<file path="src/rtl/lsu_pkg.sv">
// Shared types for the load/store unit: access sizes, response error codes,
// FSM states and the alignment rule used when a request is accepted.
package lsu_pkg;

  typedef enum logic [1:0] {
    SIZE_BYTE = 2'b00,
    SIZE_HALF = 2'b01,
    SIZE_WORD = 2'b10,
    SIZE_ILL  = 2'b11
  } size_e;

  typedef enum logic [1:0] {
    ERR_NONE     = 2'b00,
    ERR_MISALIGN = 2'b01,
    ERR_TIMEOUT  = 2'b10
  } err_e;

  typedef enum logic [1:0] {
    IDLE = 2'b00,
    REQ  = 2'b01,
    WAIT = 2'b10,
    RESP = 2'b11
  } state_e;

  // An access that cannot go to the bus: illegal size or not naturally aligned.
  function automatic logic access_bad(input logic [1:0] size, input logic [1:0] addr_lo);
    logic bad;
    case (size)
      SIZE_BYTE: bad = 1'b0;
      SIZE_HALF: bad = addr_lo[0];
      SIZE_WORD: bad = (addr_lo != 2'b00);
      default:   bad = 1'b1;
    endcase
    return bad;
  endfunction

endpackage

</file>
<file path="src/rtl/lsu_align.sv">
// Combinational lane logic: byte enables, store data replication across lanes
// and load data extraction with sign/zero extension.
module lsu_align
  import lsu_pkg::*;
(
  input  logic [1:0]  size,
  input  logic [1:0]  addr_lo,
  input  logic        is_unsigned,
  input  logic [31:0] wdata,
  input  logic [31:0] rdata,
  output logic [3:0]  be,
  output logic [31:0] wdata_rep,
  output logic [31:0] load_data
);

  logic [31:0] shifted;

  always_comb begin
    be = 4'b0000;
    case (size)
      SIZE_BYTE: be = 4'b0001 << addr_lo;
      SIZE_HALF: be = 4'b0011 << addr_lo;
      SIZE_WORD: be = 4'b1111;
      default:   be = 4'b0000;
    endcase
  end

  // Each lane carries the low byte, the matching half-word byte, or its own byte.
  for (genvar gi = 0; gi < 4; gi++) begin : g_lane
    assign wdata_rep[8*gi +: 8] = (size == SIZE_BYTE) ? wdata[7:0] :
                                  (size == SIZE_HALF) ? wdata[8*(gi%2) +: 8] :
                                                        wdata[8*gi +: 8];
  end

  assign shifted = rdata >> {addr_lo, 3'b000};

  always_comb begin
    load_data = 32'h0;
    case (size)
      SIZE_BYTE: load_data = {{24{~is_unsigned & shifted[7]}}, shifted[7:0]};
      SIZE_HALF: load_data = {{16{~is_unsigned & shifted[15]}}, shifted[15:0]};
      SIZE_WORD: load_data = shifted;
      default:   load_data = 32'h0;
    endcase
  end

endmodule

</file>
<file path="src/rtl/lsu.sv">
// Load/store unit: accepts one execute-stage access at a time, runs it on a
// request/grant/rvalid bus with a cycle timeout and returns a one-cycle response.
module lsu
  import lsu_pkg::*;
#(
  parameter int TIMEOUT = 255
) (
  input  logic        clk,
  input  logic        rst,
  input  logic        req_valid_i,
  output logic        req_ready_o,
  input  logic        req_we_i,
  input  logic [31:0] req_addr_i,
  input  logic [31:0] req_wdata_i,
  input  logic [1:0]  req_size_i,
  input  logic        req_unsigned_i,
  input  logic [4:0]  req_rd_i,
  output logic        rsp_valid_o,
  output logic [31:0] rsp_rdata_o,
  output logic [4:0]  rsp_rd_o,
  output logic [1:0]  rsp_err_o,
  output logic        mem_req_o,
  input  logic        mem_gnt_i,
  output logic        mem_we_o,
  output logic [31:0] mem_addr_o,
  output logic [3:0]  mem_be_o,
  output logic [31:0] mem_wdata_o,
  input  logic        mem_rvalid_i,
  input  logic [31:0] mem_rdata_i
);

  localparam int CW = $clog2(TIMEOUT + 1);

  state_e      state_reg;
  logic [CW-1:0] cnt_reg;
  logic        we_reg;
  logic [1:0]  size_reg;
  logic [1:0]  addr_lo_reg;
  logic        uns_reg;
  logic [4:0]  rd_reg;

  logic [1:0]  align_size;
  logic [1:0]  align_addr_lo;
  logic [3:0]  be;
  logic [31:0] wdata_rep;
  logic [31:0] load_data;
  logic        timeout_hit;

  // In IDLE the aligner shapes the incoming request; afterwards it decodes the latched one.
  assign align_size    = (state_reg == IDLE) ? req_size_i        : size_reg;
  assign align_addr_lo = (state_reg == IDLE) ? req_addr_i[1:0]   : addr_lo_reg;
  // The counter keeps running across the grant, so it may sit at TIMEOUT in WAIT.
  assign timeout_hit   = (cnt_reg >= CW'(TIMEOUT - 1));

  lsu_align u_align (
    .size        (align_size),
    .addr_lo     (align_addr_lo),
    .is_unsigned (uns_reg),
    .wdata       (req_wdata_i),
    .rdata       (mem_rdata_i),
    .be          (be),
    .wdata_rep   (wdata_rep),
    .load_data   (load_data)
  );

  always_ff @(posedge clk) begin
    if (rst) begin
      state_reg   <= IDLE;
      cnt_reg     <= '0;
      we_reg      <= 1'b0;
      size_reg    <= 2'b00;
      addr_lo_reg <= 2'b00;
      uns_reg     <= 1'b0;
      rd_reg      <= 5'd0;
      req_ready_o <= 1'b1;
      rsp_valid_o <= 1'b0;
      rsp_rdata_o <= 32'h0;
      rsp_rd_o    <= 5'd0;
      rsp_err_o   <= ERR_NONE;
      mem_req_o   <= 1'b0;
      mem_we_o    <= 1'b0;
      mem_addr_o  <= 32'h0;
      mem_be_o    <= 4'h0;
      mem_wdata_o <= 32'h0;
    end else begin
      rsp_valid_o <= 1'b0;
      rsp_rdata_o <= 32'h0;
      rsp_rd_o    <= 5'd0;
      rsp_err_o   <= ERR_NONE;
      case (state_reg)
        IDLE: begin
          if (req_valid_i) begin
            we_reg      <= req_we_i;
            size_reg    <= req_size_i;
            addr_lo_reg <= req_addr_i[1:0];
            uns_reg     <= req_unsigned_i;
            rd_reg      <= req_rd_i;
            cnt_reg     <= '0;
            req_ready_o <= 1'b0;
            if (access_bad(req_size_i, req_addr_i[1:0])) begin
              state_reg   <= RESP;
              rsp_valid_o <= 1'b1;
              rsp_err_o   <= ERR_MISALIGN;
              rsp_rd_o    <= req_we_i ? 5'd0 : req_rd_i;
            end else begin
              state_reg   <= REQ;
              mem_req_o   <= 1'b1;
              mem_we_o    <= req_we_i;
              mem_addr_o  <= {req_addr_i[31:2], 2'b00};
              mem_be_o    <= be;
              mem_wdata_o <= wdata_rep;
            end
          end
        end
        REQ: begin
          if (mem_gnt_i) begin
            mem_req_o <= 1'b0;
            cnt_reg   <= cnt_reg + CW'(1);
            if (we_reg) begin
              state_reg   <= RESP;
              rsp_valid_o <= 1'b1;
            end else begin
              state_reg <= WAIT;
            end
          end else if (timeout_hit) begin
            mem_req_o   <= 1'b0;
            state_reg   <= RESP;
            rsp_valid_o <= 1'b1;
            rsp_err_o   <= ERR_TIMEOUT;
            rsp_rd_o    <= we_reg ? 5'd0 : rd_reg;
          end else begin
            cnt_reg <= cnt_reg + CW'(1);
          end
        end
        WAIT: begin
          if (mem_rvalid_i) begin
            state_reg   <= RESP;
            rsp_valid_o <= 1'b1;
            rsp_rdata_o <= load_data;
            rsp_rd_o    <= rd_reg;
          end else if (timeout_hit) begin
            state_reg   <= RESP;
            rsp_valid_o <= 1'b1;
            rsp_err_o   <= ERR_TIMEOUT;
            rsp_rd_o    <= rd_reg;
          end else begin
            cnt_reg <= cnt_reg + CW'(1);
          end
        end
        default: begin
          state_reg   <= IDLE;
          req_ready_o <= 1'b1;
        end
      endcase
    end
  end

endmodule

</file>
<file path="config.mk">
export PLATFORM = sky130hd
export DESIGN_NAME = lsu
export DESIGN_NICKNAME = d
export VERILOG_FILES = /design/src/rtl/lsu_pkg.sv /design/src/rtl/lsu_align.sv /design/src/rtl/lsu.sv
export SDC_FILE = /design/constraint.sdc
export NUM_CORES = 1
export LEC_CHECK = 0
export CAP_MARGIN = 20
export CORE_ASPECT_RATIO = 0.7
export CORE_UTILIZATION = 46
export CTS_CLUSTER_SIZE = 14
export DETAILED_ROUTE_END_ITERATION = 8
export PLACE_DENSITY_LB_ADDON = 0.2
export SLEW_MARGIN = 20
export SYNTH_ARGS = -nofsm -noshare
export SYNTH_HDL_FRONTEND = slang
export SYNTH_HIERARCHICAL = 1
export SYNTH_SLANG_ARGS = --single-unit
</file>
<file path="constraint.sdc">
create_clock -name clk -period 3.3 [get_ports clk]
set_input_delay 0.66 -clock clk [delete_from_list [all_inputs] [get_ports clk]]
set_output_delay 0.66 -clock clk [all_outputs]
set_load 0.02 [all_outputs]
</file>
==> results of run 1 <==
## metal layers
metal / routed length [um] / vias up / share of wire / global-route usage
li1: - / 2962 / - / -
met1: 8000 / 2753 / 0.45 / 0.334
met2: 7840 / 212 / 0.44 / 0.391
met3: 1720 / 12 / 0.097 / 0.0940
met4: 119 / 0 / 0.0067 / 0.0662
met5: 0 / - / 0 / 0
## logic make-up (layout without fill, tap and decap cells)
family | Yosys count | after routing | synth area share
flops | 130 | 130 | 0.411
simple gates | 316 | 316 | 0.252
other cells | 1 | 2 | 0.000593
fa+ha+maj | 7 | 7 | 0.0138
xor+xnor | 2 | 2 | 0.00396
buf+inv | 81 | 281 | 0.0694
compound gates | 175 | 175 | 0.170
mux | 46 | 46 | 0.0785
## how the worst max path moves through the flow
stage | from | endpoint | slack [ns]
final | state_reg[0] | rsp_rdata_o[12] | 0.53
after global placement | req_size_i[0] | rsp_rdata_o[11] | 0.50
after CTS | state_reg[0] | rsp_rdata_o[12] | 0.58
after floorplan | state_reg[0] | rsp_rdata_o[16] | 0.80
after global routing | state_reg[0] | rsp_rdata_o[25] | 0.42
after detailed placement | req_size_i[0] | rsp_rdata_o[10] | 0.38
## worst reg2reg max path: cells and delay by family (launching register included)
family	cells	cell delay, ns
flip-flops	1	0.34
AND/OR/NAND/NOR	2	0.44
adder cells (fa/ha/maj)	1	0.50
XOR/XNOR	1	0.43
AO/OA/AOI/OAI	1	0.24
multiplexers	1	0.62
buffers and inverters	1	0.13
## placed cells by master (no fill, tap or decap), types with 11 or more instances in the layout
master             n
dfxtp_1          130
clkdlybuf4s50_1  217
o21ai_0           24
mux2_2            29
nor2_1            13
nand3_1           14
clkbuf_16         17
inv_1             15
nand4_2           11
a21oi_1           91
buf_4             16
mux2i_1           17
a211oi_1          15
and2_1            34
nor2b_1           12
nand2_1          191
## final cells by class
cell class	count	area share
clock buffers	20	0.0503
clock inverters	12	0.0146
repair buffers	234	0.253
inverters	15	0.00621
flip-flops and latches	130	0.287
multi-input cells	548	0.363
well taps	185	0.0255
## report_power, final
group | internal (mW) | total, mW | switching (mW)
sequential | 1.77 | 1.87 | 0.103
clock | 1.15 | 1.87 | 0.713
combinational | 1.26 | 2.92 | 1.66
## stage by stage
| step | hold WS [ns] | setup WS (ns) | util |
|---|---|---|---|
| 3_3_place_gp | 0.441 | 0.501 | 0.639 |
| 4_1_cts | 0.453 | 0.575 | 0.684 |
| 2_1_floorplan | 0.434 | 0.798 | - |
| 3_5_place_dp | 0.447 | 0.380 | 0.639 |
| 5_1_grt | 0.470 | 0.417 | 0.684 |
| 6_report | 0.451 | 0.533 | 0.684 |
==> results.md, run 1 <==
- Outcome: finished, final reports clean
- Minimum clock period: about 2.8 ns
- Cell Rows: 35
- Overall via count from detail_route: around 6000
- Asr flop ratio synth: 0
- Worst VDD drop: ~460 uV
- Levels on crit path: 7
- Sink Count: 130
- Synth warn: 6
- RR Endpoint: rsp_rdata_o[12]
- Root Buffer: clkbuf_16
- Final Cell Area: 0.00907 mm2
- Ports: between 200 and 250
- Power Density: ~730 mW/mm2
- Hold-critical path depth: 2
- Final Hold Fails: 0
- Die ar.: roughly 0.014 mm2
- Initial antenna violation count: 0
- Die height: 100 um
- Crit-path max cell delay: between 0.6 and 0.7 ns
- Residual DRC: 0
- Nets@finish: roughly 1100
- CTS Hold Buffers Added: 0
- Final Power: ~6.7 mW
- Worst Path Arrival: 3.11 ns
- DRT Pass-1 Iters: 5
- Hold Path End: mem_addr_o[4]
- Top-area cell type share of the netlist area: 0.411
- Reg2reg path depth: 7
- CTS tree: built
- Clk_lat worst skew: between 0.4 and 0.5 ns
- Detail Placement HPWL: approximately 12 mm
- Crit path launch type: flip-flop
- Most instantiated library cell after synthesis: nand2_1
- Crit-path slowest cell: mux2_2
- FF-to-FF Start: state_reg[0]
- Multi-input logic area: between 0.003 and 0.004 mm2
- Post-synth top area cell: dfxtp_1
- Top cells by area, synth: dfxtp_1, nand2_1, a21oi_1, mux2_2, and2_1
- Max-Cap Viols: 0
- Vias per Instance: roughly 5.2
- Layout area overhead: 43.4%
- Post-Layout Cell Count: 1144
- Largest net degree at the start of global routing: about 50
- Slew HR: 0.623
- R2r setup slk: between 0.5 and 0.6 ns
- Htree depth: 4
- Crit end category: flip-flop
- Post-synth top cells: nand2_1, dfxtp_1, a21oi_1
- DIE WIDTH: about 140 um
- EDFF count, synth: 0
- Crit path cell chain: inv_1, ha_1, mux2_2, xor2_2, nand2b_1, o221ai_1, and2_1
- Ant diodes: 0
- Total gr overflow: 0
- Worst setup path class: reg2reg
- Slew @ Worst Pin: approximately 0.56 ns
- Sum Neg Setup Slack: 0 ns
- Yosys reg bits: between 100 and 150
- Syn Area/Cell: about 8.3 um2
- Setup-failing EPs final: 0
- First-pass GRT wire length: roughly 29 mm
- Cells after Synth: 758
- Number of port buffers: approximately 220
- Crit-path leading delay family: multiplexers
- Crit share post-route: 0.838
- Sequential fraction of the synthesis area: 0.411
- # resized after CTS: 0
- Clk_skew: about 0.0099 ns
- Wirelength per Cell: approximately 15 um
- Most common flop cell mapped by yosys: dfxtp_1
- Core box area: between 0.01 and 0.015 mm2
- RSZ-0062 raised after global routing: no
- Gr usage total: 0.254
- Worst min path class: reg2reg
- F_max: approximately 360 MHz
- Placed cell area: between 0.008 and 0.009 mm2
- CTS max path bufs: 2
- CTS Buf Count: 17
- Fill cells: between 1000 and 1500
- Slew Limit Fails: 0
- Postcts setup bufs: 0
- Placed Cells: between 1000 and 1500
- Drt total wl: approximately 18 mm
- Post-Syn Area: roughly 0.0063 mm2
- CP Max Fanout: 20
- Number of global-route vias before repair: between 5000 and 6000
- Layout cells sized above 1: 0.116
- Initial drt markers: around 290
- CP bufs+invs: 1
- Antenna-violating nets left: 0
- Clock transition at path regs: approximately 0.06 ns
- Hold path startpoint: mem_addr_o[4]
- Unique cell type count in the Yosys netlist: 70
- Final GP Congestion: approximately 0.84
- FF/Latch Area: 0.00260 mm2
- Biggest regs: mem_wdata_o (32), rsp_rdata_o (32), mem_addr_o (30)
- CP Data Required Time: roughly 3.7 ns
- Leakage power: ~3.3 nW
- Starting Density: 0.477
Power figures use the tool's default switching activity.
==> inputs of run 2 (changes only) <==
Settings changed: CORE_UTILIZATION 46 to 41.
Clock period 3.3 ns to 2.3 ns, I/O delays scaled along.
==> run 2 against run 1 <==
  * Core utilization shrank 6.1 points
  * Worst setup slack worse by 0.40 ns
  * Total power grew 45%
  * Final area grew 2.0%
  * Sequential power up 44%
  * Die area is 12% higher
  * Critical path type unchanged
==> results.md, run 2 (synthesis gave the netlist of run 1 again) <==
- Clock transition at path regs: 0.05 ns (about the same)
- Ports: 221 (unchanged)
- Commonest cells after routing, fill and taps aside: clkdlybuf4s50_1, nand2_1, dfxtp_1
- Clk_lat worst skew: 0.42 ns (about the same)
- Starting Density: 0.426 (-0.0510)
- Critical path startpoint: state_reg[0]
- Final GP Congestion: 0.830 (-1.7%)
- Util after Layout: 0.623 (-0.0609)
- Initial drt markers: 303 (+5.6%)
- DIE WIDTH: 150 um (+5.8%)
- FF-to-FF Start: state_reg[0]
- F_max: 462 MHz (+28%)
- Worst Path Arrival: 2.52 ns (-0.59 ns)
- Die height: 106 um (+5.8%)
- Root Buffer: clkbuf_16
- Sink Count: 130 (unchanged)
- Htree depth: 4 (unchanged)
- # resized after CTS: 0 (unchanged)
- CTS Hold Buffers Added: 0 (unchanged)
- CTS Buf Count: 17 (unchanged)
- RR Endpoint: rsp_rdata_o[23]
- Hold Path End: mem_be_o[0]
- Clk_skew: 0.0108 ns (+0.000942 ns)
- Layout area overhead: 46.3%
- Leakage power: 3.36 nW (+2.5%)
- Detail Placement HPWL: 12.8 mm (+3.1%)
- CTS tree: built
- Cell Rows: 37 (+5.7%)
- Worst min path class: reg2reg
- Ant diodes: 0 (unchanged)
- Hold path startpoint: mem_be_o[0]
- Antenna-violating nets left: 0 (unchanged)
- FF/Latch Area: 0.00261 mm2 (about the same)
- Layout cells sized above 1: 0.138 (+0.0223)
- Crit path launch type: flip-flop
- Drt total wl: 18.2 mm (+3.1%)
- Hold-critical path depth: 2 (unchanged)
- Final Power: 9.66 mW (+45%)
- Biggest regs: mem_wdata_o (32), rsp_rdata_o (32), mem_addr_o (30)
- Worst setup path class: reg2reg
- First-pass GRT wire length: 29.5 mm (+2.9%)
- DRT Pass-1 Iters: 5 (unchanged)
- Residual DRC: 0 (unchanged)
- Setup-failing EPs final: 0 (unchanged)
- Die ar.: 0.0159 mm2 (+12%)
- Initial antenna violation count: 0 (unchanged)
- Final Hold Fails: 0 (unchanged)
- Worst VDD drop: 570 uV (+23%)
- Multi-input logic area: 0.00331 mm2 (+0.49%)
- Worst hold slack: 0.451 ns (-0.0000620 ns)
- Max-Cap Viols: 0 (unchanged)
- Crit end category: flip-flop
- Slew @ Worst Pin: 0.584 ns (+0.0232 ns)
- Crit share post-route: 0.941 (+0.103)
- Overall via count from detail_route: 5951 (+0.20%)
- Placed Cells: 1141 (+2.6%)
- Post-Layout Cell Count: 1173 (+2.5%)
- Wirelength per Cell: 15.5 um (+0.57%)
- Number of global-route vias before repair: 5638 (+0.62%)
- RSZ-0062 raised after global routing: no
- Vias per Instance: 5.07 (-2.3%)
- CP Data Required Time: 2.65 ns (-1.00 ns)
- Postcts setup bufs: 0 (unchanged)
- Slew Limit Fails: 0 (unchanged)
- Minimum clock period: 2.16 ns (-0.602 ns)
- Slew HR: 0.608 (-0.0156)
- Power Density: 1040 mW/mm2 (+42%)
- Largest net degree at the start of global routing: 68 (+39%)
- Core box area: 0.0149 mm2 (+12%)
- R2r setup slk: 0.14 ns (-0.40 ns)
- Total gr overflow: 0 (unchanged)
- Most common cell after layout, fill and taps aside: clkdlybuf4s50_1
- Outcome: finished, final reports clean
- CP Max Fanout: 16 (-20%)
- Fill cells: 1302 (+18%)
- Number of port buffers: 218 (unchanged)
- Nets@finish: 1082 (+1.8%)
- CTS max path bufs: 2 (unchanged)
- Gr usage total: 0.237 (-0.0170)
- Reg2reg path depth: 7 (unchanged)
## run 2: changes by cell type in the layout (fill, tap and decap cells not counted), sizes merged
| cell | before | now |
|---|---|---|
| clkinv | 6 | 3 |
| bufinv | 2 | 0 |
| inv | 16 | 19 |
| clkbuf | 20 | 18 |
| clkinvlp | 3 | 7 |
| buf | 17 | 36 |
## run 2: cell type report
| cell class | count | area share |
|---|---|---|
| Inverter | 15 | 0.00608 |
| Clock inverter | 14 | 0.0115 |
| Multi-Input combinational cell | 548 | 0.358 |
| Tap cell | 195 | 0.0264 |
| Sequential cell | 130 | 0.281 |
| Clock buffer | 18 | 0.0464 |
| Timing Repair Buffer | 253 | 0.270 |
## run 2: stage by stage
step | TNS, ns | setup WS (ns) | area (um2)
global route | 0 | 0.00542 | 9260
CTS | 0 | 0.140 | 9260
finish | 0 | 0.135 | 9260
detailed placement | -0.258 | -0.0336 | 8720
global placement | -0.0277 | -0.00894 | 8720
floorplan | 0 | 0.0426 | 6360
## run 2: worst max path at each step
stage	endpoint	slack [ns]	cells after the start
floorplan	rsp_rdata_o[16]	0.04	12
global placement	rsp_rdata_o[29]	-0.009	6
detailed placement	rsp_rdata_o[29]	-0.03	6
CTS	rsp_rdata_o[16]	0.14	7
global route	rsp_rdata_o[23]	0.005	7
finish	rsp_rdata_o[23]	0.14	7
## run 2: critical path, stage by stage, from the launching register on
cell and delay (ns):
dfxtp_2 0.34, inv_2 0.11, ha_4 0.24, mux2_2 0.49
xnor2_1 0.17, or3_4 0.52, nand4_2 0.11, and2_1 0.11
## run 2: per-layer routing
| metal | vias up | GRT usage | routed length (um) |
|---|---|---|---|
| met5 | - | 0 | 0 |
| met1 | 2731 | 0.322 | 8360 |
| met2 | 216 | 0.345 | 7910 |
| met4 | 0 | 0.0642 | 98 |
| li1 | 2997 | - | - |
| met3 | 7 | 0.0923 | 1860 |
## run 2: power breakdown
group	switching, mW	internal (mW)
combinational	2.46	2.07
clock	1.05	1.38
sequential	0.153	2.54
total	3.67	6.00
==> inputs of run 3 (changes only) <==
Settings changed: ABC_AREA from default to 1, CORE_UTILIZATION 41 to 49.
Clock period 2.3 ns to 2.5 ns, I/O delays scaled along.
==> run 3 against run 2 <==
  * Sequential power shrank 4%
  * Synthesized area fell by 0.47%
  * Global-route usage increased by 4.2 points
  * Core utilization grew 11 points
  * Sequential share of layout area up 0.42 points
  * First-iteration DRC count grew 74%
  * Via count rose by 9.0%
  * Critical endpoint is now rsp_rdata_o[11]
  * Largest power group unchanged
==> results.md, run 3 <==
- Max-Cap Viols: 0 (unchanged)
- Hold-critical path depth: 2 (unchanged)
- Clk_lat worst skew: 0.42 ns (about the same)
- Starting Density: 0.505 (+0.0794)
- Ports: 221 (unchanged)
- Layout cells sized above 1: 0.0866 (-0.0514)
- Crit share post-route: 0.923 (-0.0180)
- Worst min path class: reg2reg
- Met2 WL post-DR: 8.10 mm (+2.4%)
- Total gr overflow: 0 (unchanged)
- Top-area cell type share of the netlist area: 0.413 (+0.00196)
- Top cells by area, synth: dfxtp_1, nor2_1, nand2_1, o21ai_0, inv_1
- Crit-path max cell delay: 0.44 ns (-0.08 ns)
- Clock transition at path regs: 0.06 ns (about the same)
- Final Hold Fails: 0 (unchanged)
- Worst VDD drop: 608 uV (+6.8%)
- Sink Count: 130 (unchanged)
- Most common cell after layout, fill and taps aside: clkdlybuf4s50_1
- Sum Neg Setup Slack: 0 ns (unchanged)
- Nets@finish: 1235 (+14%)
- Layout area overhead: 44.7%
- CTS Buf Count: 17 (unchanged)
- Power Density: 1060 mW/mm2 (+1.1%)
- Outcome: finished, final reports clean
- Biggest regs: mem_wdata_o (32), rsp_rdata_o (32), mem_addr_o (30)
- Placed cell area: 0.00846 mm2 (-3.0%)
- Gr usage total: 0.279 (+0.0417)
- WL met1: 8.32 mm (-0.51%)
- Post-Syn Area: 0.00629 mm2 (-0.47%)
- FF-to-FF Start: state_reg[0]
- Die height: 96.8 um (-8.6%)
- Slew Limit Fails: 0 (unchanged)
- DIE WIDTH: 137 um (-8.6%)
- Crit end category: flip-flop
- Htree depth: 4 (unchanged)
- Drt total wl: 18.4 mm (+1.1%)
- Cells after Synth: 920 (+21%)
- Vias per Instance: 5.02 (-1.1%)
- Number of port buffers: 218 (unchanged)
- R2r setup slk: 0.19 ns (+0.06 ns)
- Setup-failing EPs final: 0 (unchanged)
- Crit path launch type: flip-flop
- RR Endpoint: rsp_rdata_o[11]
- CP Data Required Time: 2.85 ns (+0.20 ns)
- Core box area: 0.0125 mm2 (-16%)
- Most common flop cell mapped by yosys: dfxtp_1
- Met3 wire length: 1.61 mm (-13%)
- Post-synth top area cell: dfxtp_1
- CTS tree: built
- Top Layer Used: met4
- Clk_skew: 0.00874 ns (-0.00206 ns)
- Asr flop ratio synth: 0 (unchanged)
- Detail Placement HPWL: 12.8 mm (about the same)
- Root Buffer: clkbuf_16
- Die ar.: 0.0133 mm2 (-16%)
- Critical path startpoint: state_reg[0]
- Leakage power: 4.00 nW (+19%)
- Postcts setup bufs: 0 (unchanged)
- Number of global-route vias before repair: 5887 (+4.4%)
- Final Cell Area: 0.00911 mm2 (-1.6%)
- Antenna-violating nets left: 0 (unchanged)
- Worst setup path class: reg2reg
- Wirelength per Cell: 14.3 um (-8.3%)
- Largest net degree at the start of global routing: 74 (+8.8%)
- CTS max path bufs: 2 (unchanged)
- RSZ-0062 raised after global routing: no
- Fill cells: 1009 (-23%)
- Cell Rows: 34 (-8.1%)
- Hold Path End: size_reg[0]
- Final GP Congestion: 0.878 (+5.7%)
- Most instantiated library cell after synthesis: nor2_1
- Minimum clock period: 2.31 ns (+0.143 ns)
- Reg2reg path depth: 11 (+4)
- F_max: 433 MHz (-6.2%)
- Commonest cells after routing, fill and taps aside: clkdlybuf4s50_1, nor2_1, nand2_1
- Crit-path slowest cell: dfxtp_1
- Yosys reg bits: 130 (unchanged)
- First-pass GRT wire length: 29.1 mm (-1.3%)
- Synth warn: 6 (unchanged)
- Syn Area/Cell: 6.84 um2 (-18%)
- CP Max Fanout: 13 (-3)
- Initial antenna violation count: 0 (unchanged)
- Ant diodes: 0 (unchanged)
- Residual DRC: 0 (unchanged)
- Overall via count from detail_route: 6485 (+9.0%)
- Worst Path Arrival: 2.66 ns (+0.14 ns)
- EDFF count, synth: 0 (unchanged)
- Initial drt markers: 526 (+74%)
- CTS Hold Buffers Added: 0 (unchanged)
- Unique cell type count in the Yosys netlist: 32 (-54%)
- # resized after CTS: 0 (unchanged)
- Sequential fraction of the synthesis area: 0.413 (+0.00196)
- Hold path startpoint: size_reg[0]
- Crit path cell chain: inv_1, ha_1, nand2_1, o21ai_2, inv_4, nand2_2, nor2_2, nand3_4, nand2_1, inv_1, nor2_1
- Post-synth top cells: nor2_1, nand2_1, dfxtp_1
- DRT Pass-1 Iters: 5 (unchanged)
==> run 3: report_power, final <==
part | switching (mW) | internal (mW)
Sequential | 0.173 | 2.42
Clock | 1.02 | 1.63
Combinational | 2.73 | 1.63
==> run 3: worst max-delay path by stage <==
stage / end / cells past startpoint / slack [ns]
floorplan: rsp_rdata_o[17] / 13 / 0.39
global placement: rsp_rdata_o[8] / 10 / 0.11
detailed placement: rsp_rdata_o[25] / 10 / 0.02
CTS: rsp_rdata_o[9] / 10 / 0.1
global route: rsp_rdata_o[25] / 11 / 0.007
finish: rsp_rdata_o[11] / 11 / 0.19
==> run 3: worst max-delay path, delay by kind of cell (launching register included) <==
family | cells | cell delay (ns)
AOI/OAI and AO/OA | 1 | 0.11
adders and majority gates | 1 | 0.34
buffers and inverters | 3 | 0.33
DFF | 1 | 0.44
and+or+nand+nor | 6 | 1.03
==> run 3: kinds of logic after synthesis <==
kind of cell,share of synthesized area
AOI/OAI and AO/OA,0.140
adders and majority gates,0.0139
buffers and inverters,0.116
DFF,0.413
other,0.000596
and+or+nand+nor,0.316
==> run 3: metal layers <==
| metal | track usage | up-vias |
|---|---|---|
| met2 | 0.420 | 281 |
| met1 | 0.380 | 2888 |
| met3 | 0.0587 | 31 |
| met5 | 0 | - |
| met4 | 0.120 | 0 |
| li1 | - | 3285 |
==> run 3: final cells by class <==
type                    instances  area [um2]  share of cell area
repair buffers                234        2330               0.256
inverters                      93         353              0.0387
clock buffers                  18         439              0.0482
flip-flops and latches        130        2600               0.286
multi-input cells             642        2990               0.328
clock inverters                14         191              0.0210
well taps                     162         203              0.0222
==> run 3: through the flow <==
| step | cells | power, mW | worst slack, ns | utilization | hold WS [ns] |
|---|---|---|---|---|---|
| 2_1_floorplan | 921 | 5.63 | 0.392 | - | 0.424 |
| 3_3_place_gp | 1260 | 6.78 | 0.114 | 0.679 | 0.435 |
| 3_5_place_dp | 1260 | 6.85 | 0.0240 | 0.679 | 0.443 |
| 4_1_cts | 1292 | 9.55 | 0.0990 | 0.729 | 0.451 |
| 5_1_grt | 1293 | 10.3 | 0.00733 | 0.731 | 0.468 |
| 6_report | 1293 | 9.61 | 0.192 | 0.731 | 0.458 |
